[src/rtl/usart_pkg.sv]
`default_nettype none
// ============================================================================
// Module      : usart_pkg
// Description : Shared types and constants for the USART receive path:
//               FSM state encoding, frame-format encodings, oversampling
//               counts and majority-vote sample positions.
// Revision    : 1.0 - initial release
// ============================================================================
package usart_pkg;

  typedef enum logic [2:0] {
    ST_IDLE   = 3'd0,
    ST_START  = 3'd1,
    ST_DATA   = 3'd2,
    ST_PARITY = 3'd3,
    ST_STOP   = 3'd4
  } rx_state_t;

  // Character size encodings
  localparam logic [1:0] UCSZ_5 = 2'b00;
  localparam logic [1:0] UCSZ_6 = 2'b01;
  localparam logic [1:0] UCSZ_7 = 2'b10;
  localparam logic [1:0] UCSZ_8 = 2'b11;

  // Parity mode encodings (bit 1 enables parity, bit 0 selects odd)
  localparam logic [1:0] UPM_NONE  = 2'b00;
  localparam logic [1:0] UPM_NONE1 = 2'b01;
  localparam logic [1:0] UPM_EVEN  = 2'b10;
  localparam logic [1:0] UPM_ODD   = 2'b11;

  // Samples per bit and last sample index for normal / double speed
  localparam int unsigned SAMPLES_X1 = 16;
  localparam int unsigned SAMPLES_X2 = 8;
  localparam logic [3:0]  LAST_X1    = 4'(SAMPLES_X1 - 1);
  localparam logic [3:0]  LAST_X2    = 4'(SAMPLES_X2 - 1);

  // Majority-vote sample positions; the bit is decided on the last one
  localparam logic [3:0] MAJ_LO_X1  = 4'd7;
  localparam logic [3:0] MAJ_MID_X1 = 4'd8;
  localparam logic [3:0] MAJ_HI_X1  = 4'd9;
  localparam logic [3:0] MAJ_LO_X2  = 4'd3;
  localparam logic [3:0] MAJ_MID_X2 = 4'd4;
  localparam logic [3:0] MAJ_HI_X2  = 4'd5;

  // Receive buffer payload: {data[7:0], frame error, parity error}
  localparam int unsigned FIFO_W = 10;

  function automatic logic [3:0] data_bits(input logic [1:0] ucsz);
    return 4'd5 + {2'b00, ucsz};
  endfunction

  function automatic logic majority3(input logic a, input logic b, input logic c);
    return (a & b) | (a & c) | (b & c);
  endfunction

endpackage
`default_nettype wire

[src/rtl/usart_rx_fifo.sv]
`default_nettype none
// ============================================================================
// Module      : usart_rx_fifo
// Description : Two-entry receive buffer. A pop and a push in the same cycle
//               are handled as pop-then-push, so a full buffer still accepts
//               the new entry when the head is read at the same time.
// Revision    : 1.0 - initial release
// ============================================================================
module usart_rx_fifo
  import usart_pkg::*;
#(
  parameter int unsigned W = FIFO_W
) (
  input  logic         clk,
  input  logic         rst,
  input  logic         flush,
  input  logic         push,
  input  logic         pop,
  input  logic [W-1:0] wdata,
  output logic [W-1:0] rdata,
  output logic         full,
  output logic         empty
);

  logic [1:0]   count;
  logic [W-1:0] mem0;
  logic [W-1:0] mem1;
  logic         do_pop;
  logic         do_push;
  logic [1:0]   count_after_pop;

  assign empty           = (count == 2'd0);
  assign full            = (count == 2'd2);
  assign do_pop          = pop & ~empty;
  assign count_after_pop = count - {1'b0, do_pop};
  assign do_push         = push & (count_after_pop != 2'd2);
  assign rdata           = empty ? '0 : mem0;

  // Storage and occupancy; mem0 is always the head entry
  always_ff @(posedge clk or posedge rst) begin
    if (rst) begin
      count <= 2'd0;
      mem0  <= '0;
      mem1  <= '0;
    end else if (flush) begin
      count <= 2'd0;
    end else begin
      if (do_pop) mem0 <= mem1;
      if (do_push) begin
        if (count_after_pop == 2'd0) mem0 <= wdata;
        else                         mem1 <= wdata;
      end
      count <= count_after_pop + {1'b0, do_push};
    end
  end

endmodule
`default_nettype wire

[src/rtl/usart_receiver.sv]
`default_nettype none
// ============================================================================
// Module      : usart_receiver
// Description : USART receiver. Async mode oversamples each bit (16x or 8x)
//               with a 3-sample majority vote; sync mode samples one bit per
//               tick. Completed frames go into a 2-entry buffer with frame,
//               parity and overrun status.
// Revision    : 1.0 - initial release
// ============================================================================
module usart_receiver
  import usart_pkg::*;
#(
  parameter int SYNC_STAGES = 2   // must be at least 2
) (
  input  logic       i_clk,
  input  logic       i_rst,
  input  logic       i_rxen,
  input  logic       i_sample_tick,
  input  logic       i_umsel,
  input  logic       i_u2x,
  input  logic [1:0] i_ucsz,
  input  logic [1:0] i_upm,
  input  logic       i_rxd,
  input  logic       i_udr_read,
  output logic [7:0] o_udr,
  output logic       o_rxc,
  output logic       o_fe,
  output logic       o_upe,
  output logic       o_dor,
  output logic       o_busy
);

  logic [SYNC_STAGES-1:0] rxd_sync;
  logic                   rxd_s;
  rx_state_t              state, state_n;
  logic [3:0]             cnt;
  logic [3:0]             bcnt;
  logic                   samp_lo, samp_mid;
  logic [7:0]             shreg;
  logic                   par_err;
  logic [3:0]             lo_idx, mid_idx, hi_idx, last_idx;
  logic                   decide, bit_end, bit_val, data_done, push;
  logic                   fifo_full, fifo_empty;
  logic [FIFO_W-1:0]      fifo_rdata;

  assign rxd_s = rxd_sync[SYNC_STAGES-1];

  // Line synchronizer, idles high
  always_ff @(posedge i_clk or posedge i_rst) begin
    if (i_rst) rxd_sync <= '1;
    else       rxd_sync <= {rxd_sync[SYNC_STAGES-2:0], i_rxd};
  end

  assign lo_idx   = i_u2x ? MAJ_LO_X2  : MAJ_LO_X1;
  assign mid_idx  = i_u2x ? MAJ_MID_X2 : MAJ_MID_X1;
  assign hi_idx   = i_u2x ? MAJ_HI_X2  : MAJ_HI_X1;
  assign last_idx = i_u2x ? LAST_X2    : LAST_X1;

  // In sync mode every tick is both the decision point and the end of a bit
  assign decide    = i_sample_tick & (i_umsel | (cnt == hi_idx));
  assign bit_end   = i_sample_tick & (i_umsel | (cnt == last_idx));
  assign bit_val   = i_umsel ? rxd_s : majority3(samp_lo, samp_mid, rxd_s);
  // Counts the bit being decided this cycle (sync mode decides and ends together)
  assign data_done = ((bcnt + {3'b000, decide}) == data_bits(i_ucsz));

  // FSM state register
  always_ff @(posedge i_clk or posedge i_rst) begin
    if (i_rst) state <= ST_IDLE;
    else       state <= state_n;
  end

  // FSM next state and buffer push
  always_comb begin
    state_n = state;
    push    = 1'b0;
    if (!i_rxen) begin
      state_n = ST_IDLE;
    end else if (i_sample_tick) begin
      case (state)
        ST_IDLE:   if (!rxd_s) state_n = i_umsel ? ST_DATA : ST_START;
        ST_START: begin
          if (decide && bit_val) state_n = ST_IDLE;   // false start
          else if (bit_end)      state_n = ST_DATA;
        end
        ST_DATA:   if (bit_end && data_done) state_n = i_upm[1] ? ST_PARITY : ST_STOP;
        ST_PARITY: if (bit_end) state_n = ST_STOP;
        ST_STOP: begin
          if (decide) begin
            push    = 1'b1;
            state_n = ST_IDLE;
          end
        end
        default:   state_n = ST_IDLE;
      endcase
    end
  end

  // Sample counter, majority history and frame assembly
  always_ff @(posedge i_clk or posedge i_rst) begin
    if (i_rst) begin
      cnt      <= 4'd0;
      bcnt     <= 4'd0;
      samp_lo  <= 1'b1;
      samp_mid <= 1'b1;
      shreg    <= 8'd0;
      par_err  <= 1'b0;
    end else if (!i_rxen) begin
      cnt  <= 4'd0;
      bcnt <= 4'd0;
    end else if (i_sample_tick) begin
      // The start-detect tick is count 0, so the next tick is count 1
      if (state == ST_IDLE)       cnt <= rxd_s ? 4'd0 : 4'd1;
      else if (state_n == ST_IDLE) cnt <= 4'd0;
      else if (cnt == last_idx)    cnt <= 4'd0;
      else                         cnt <= cnt + 4'd1;

      if (cnt == lo_idx)  samp_lo  <= rxd_s;
      if (cnt == mid_idx) samp_mid <= rxd_s;

      if (state == ST_IDLE && !rxd_s) begin
        shreg   <= 8'd0;
        bcnt    <= 4'd0;
        par_err <= 1'b0;
      end
      if (state == ST_DATA && decide) begin
        shreg[bcnt[2:0]] <= bit_val;
        bcnt             <= bcnt + 4'd1;
      end
      // Unused upper data bits are zero, so the full-byte XOR is the data XOR
      if (state == ST_PARITY && decide) par_err <= bit_val ^ (^shreg) ^ i_upm[0];
    end
  end

  usart_rx_fifo #(.W(FIFO_W)) u_fifo (
    .clk   (i_clk),
    .rst   (i_rst),
    .flush (~i_rxen),
    .push  (push),
    .pop   (i_udr_read),
    .wdata ({shreg, ~bit_val, par_err}),
    .rdata (fifo_rdata),
    .full  (fifo_full),
    .empty (fifo_empty)
  );

  // Sticky overrun: set on a dropped frame, cleared by the next accepted read
  always_ff @(posedge i_clk or posedge i_rst) begin
    if (i_rst)                                 o_dor <= 1'b0;
    else if (!i_rxen)                          o_dor <= 1'b0;
    else if (push && fifo_full && !i_udr_read) o_dor <= 1'b1;
    else if (i_udr_read && !fifo_empty)        o_dor <= 1'b0;
  end

  assign {o_udr, o_fe, o_upe} = fifo_rdata;
  assign o_rxc                = ~fifo_empty;
  assign o_busy               = (state != ST_IDLE);

endmodule
`default_nettype wire

[config.mk]
export PLATFORM = sky130hd
export DESIGN_NAME = usart_receiver
export DESIGN_NICKNAME = d
export VERILOG_FILES = /design/src/rtl/usart_pkg.sv /design/src/rtl/usart_rx_fifo.sv /design/src/rtl/usart_receiver.sv
export SDC_FILE = /design/constraint.sdc
export NUM_CORES = 1
export LEC_CHECK = 0
export CAP_MARGIN = 15
export CORE_MARGIN = 4
export CORE_UTILIZATION = 35
export CTS_CLUSTER_DIAMETER = 50
export DETAILED_ROUTE_END_ITERATION = 8
export PLACE_DENSITY_LB_ADDON = 0.12
export SETUP_SLACK_MARGIN = 0.2
export SYNTH_ARGS = -nofsm -noshare
export SYNTH_HDL_FRONTEND = slang
export SYNTH_HIERARCHICAL = 1
export SYNTH_SLANG_ARGS = --single-unit
[constraint.sdc]
create_clock -name i_clk -period 5.2 [get_ports i_clk]
set_clock_uncertainty 0.1 [all_clocks]
set_input_delay 1.04 -clock i_clk [delete_from_list [all_inputs] [get_ports i_clk]]
set_output_delay 1.04 -clock i_clk [all_outputs]
set_load 0.02 [all_outputs]
==> impl_results.md <==
- Slowest-stage cell, CP: clkdlybuf4s50_1
- Final antenna-violating net count: 0
- Clock Root Buffer: clkbuf_8
- Nets@finish: 333
- RSZ-0062 raised after global routing: false
- Commonest cells after routing, fill and taps aside: 43 x dfrtp_1, 24 x o21ai_0, 24 x clkdlybuf4s50_1, 20 x nand2_1, 15 x a21oi_1
- P&R area growth vs syn: 13.1%
- Starting Density: 36.2%
- Worst Hold Endpoint: rxd_sync[1]
- First-pass DRT Iterations: 4
- Global-route wire length before repair: 11.3 mm
- Critical Path Fanout Max: 7
- Final hold violations: 0
- Cells after synthesis: 299
- Commonest non-fill, non-tap cell in the layout: dfrtp_1
- Residual DRC count: 0
- # diodes: 0
- Slew Limit Headroom: 31.8%
- Post-synth EDFFs: 0
- Number of global-route vias before repair: 2222
- CTS tree: done
- Lkg Pwr: 1.45 nW
- Drt wl/cell: 15.4 um
- Crit. End Element: flip-flop
- Clk network pwr share: 38.7%
- Reg-to-reg critical path startpoint: cnt[0]
- Hold_sp: rxd_sync[0]
- Max-cap check violation count: 0
- R2R Setup Slk: 1.43 ns
- Hold depth: 0
- Chip height: 100 um
- WS Path Type: input pin to flip-flop
- Syn_area_per_cell: 10.0 um2
- CTS Buf Count: 5
- Reg2reg path depth: 13
- Pin count of the biggest net entering global routing: 26
- Die area: 10100 um2
- Post-CTS Resized: 0
- Top sig layer: met4
- Die W: 100 um
- Metal2 WL: 2.92 mm
- Seq pwr share: 50.8%
- Initial antenna violation count: 0
- Total Neg Setup Slack: 0 ns
- Port buffer count: 24
- Crit path max-delay family: compound AO/OA/AOI/OAI gates
- Core ar.: 8260 um2
- Vias: 2279
- Worst stage delay on the critical path: 0.64 ns
- Sw Pwr: 0.000186 W
- Synth unique cells: 76
- Bufs on Longest Clock Path: 2
- Wl on met1: 3.21 mm
- Synth Register Bits: 47
- Switch share: 24.9%
- GRT Total Usage: 13.8%
- Worst slew pin tran: 1.01 ns
- Max-slew violation count: 0
- Register area share after synthesis: 39.5%
- Worst-Skew Late Latency: 0.30 ns
- Ys Warns: 6
- Main synth FF type: dfrtp_1
- Maximum vdd drop: 159 uV
- Vias per cell: 5.43
- Max Clock Freq: 0.224 GHz
- Hpwl dp: 4.65 mm
- CTS H-tree lvls: 2
- Hold Slack: 0.261 ns
- Startpoint types: input pin
- P_int: 0.000562 W
- Rows: 33
- WL met3: 273 um
- Outcome: finished clean
- Ports: 25
- Syn Std Cell Area: 2990 um2
- Critical path arrival: 4.55 ns
- Critical path cell sequence: clkdlybuf4s50_1 > and4bb_2 > o31ai_4 > inv_1 > ha_1 > ha_1 > xnor2_1 > o211ai_1 > a211oi_1 > a31o_2 > nor4b_2 > o32ai_1 > a21o_1
- Part of the cycle the worst path needs: 85.7%
- GRT overflow: 0
- Final setup viols: 0
- Crit path buffers/inverters: 2
- Post-CTS Hold Fix Bufs: 0
- Wirelength, routed: 6.45 mm
- Worst r2r dst: cnt[2]
- Asr flop ratio synth: 100%
- Syn_nets: 318
- Post-CTS setup buffer count: 0
- Min Tclk post-route: 4.46 ns
- Layout cell share with drive strength beyond 1: 15.2%
- CP Depth: 13
- Clock Pin Slew Worst Setup and Hold Paths: 0.09 ns
- Critical Path Most Common Cell: ha_1
- Final Wtd Congestion: 0.885
- CP required: 5.30 ns
- Power density over the cells: 221 nW/um2
- Hold WC Path Type: flip-flop to flip-flop
- Fill cells: 820
- CTS sink cnt: 47
- Comb pwr share: 10.5%
- Starting DRC count in detailed routing: 142
==> registers in the layout, indices dropped and copies added, names as in the netlist <==
signal	cells
cnt	4
u_fifo/mem1	10
rxd_sync	2
bcnt	4
samp_mid	1
samp_lo	1
u_fifo/count	2
u_fifo/mem0	10
shreg	8
par_err	1
state	3
o_dor	1
==> metrics by stage <==
stage	area, um2	instances	setup slack, ns	power [W]	util [%]
after floorplan	2990	299	1.39	0.000441	-
after global placement	3260	412	0.553	0.000467	39.5
after detailed placement	3260	412	0.421	0.000466	39.5
after CTS	3380	420	0.749	0.000761	41.0
after global routing	3380	420	0.458	0.000785	41.0
final	3380	420	0.745	0.000748	41.0
==> metal layers <==
layer,track usage (%),up-vias
li1,-,1131
met1,20.0,1100
met2,21.6,46
met3,2.99,2
met4,2.18,0
met5,0,-
==> how the worst max path moves through the flow <==
stage          startpoint  endpoint  slack [ns]
5_1_grt             i_u2x    cnt[2]        0.46
3_5_place_dp        i_u2x    cnt[2]        0.42
4_1_cts             i_u2x    cnt[2]        0.75
3_3_place_gp        i_u2x    cnt[2]        0.55
2_1_floorplan       i_u2x    cnt[2]        1.39
6_report            i_u2x    cnt[2]        0.74
==> cell usage after synthesis (2+ instances only) <==
cell / instances / area [um2]
ha_1: 7 / 87.6
dfstp_2: 4 / 105
clkbuf_1: 5 / 18.8
buf_2: 6 / 30.0
o22ai_1: 14 / 87.6
nor4b_1: 3 / 26.3
inv_1: 13 / 48.8
buf_6: 2 / 22.5
a21oi_1: 15 / 75.1
o21ai_0: 24 / 120
mux2_2: 2 / 22.5
nor3_1: 4 / 20.0
o21a_1: 2 / 15.0
dfrtp_1: 43 / 1080
nor3b_2: 2 / 25.0
nand2b_1: 3 / 18.8
o31ai_1: 3 / 22.5
nand2_1: 20 / 75.1
mux2_4: 10 / 150
buf_4: 4 / 30.0
and2b_1: 2 / 15.0
nor2_1: 12 / 45.0
a2bb2oi_1: 9 / 78.8
a32oi_1: 2 / 17.5
o21ai_1: 3 / 15.0
nand3_1: 6 / 30.0
mux2i_1: 2 / 20.0
xnor2_1: 10 / 87.6
nor2b_1: 3 / 18.8
a21o_1: 2 / 15.0
xor2_1: 3 / 26.3
and2_1: 11 / 68.8
a31oi_1: 5 / 31.3
==> kinds of logic after synthesis <==
| family | after synthesis | synth area share [%] |
|---|---|---|
| simple gates | 88 | 18.4 |
| flops | 47 | 39.5 |
| compound gates | 97 | 22.7 |
| xor+xnor | 14 | 4.35 |
| buf+inv | 32 | 5.61 |
| fa+ha+maj | 7 | 2.93 |
| mux | 14 | 6.45 |
==> cell type report <==
cell class	instances	area, um2	share of cell area [%]
Multi-Input combinational cell	220	1640	48.5
Sequential cell	47	1180	34.9
Timing Repair Buffer	26	255	7.55
Inverter	14	52.6	1.55
Clock inverter	2	38.8	1.15
Tap cell	105	131	3.88
Clock buffer	6	82.6	2.44
==> power groups by stage <==
stage / Combinational [W] / Sequential [W] / Clock, W
after CTS: 0.0000799 / 0.000380 / 0.000301
after global placement: 0.0000802 / 0.000387 / 0
after detailed placement: 0.0000793 / 0.000387 / 0
after floorplan: 0.0000583 / 0.000383 / 0
after global routing: 0.0000882 / 0.000381 / 0.000316
final: 0.0000784 / 0.000380 / 0.000290
Power figures use the tool's default switching activity.
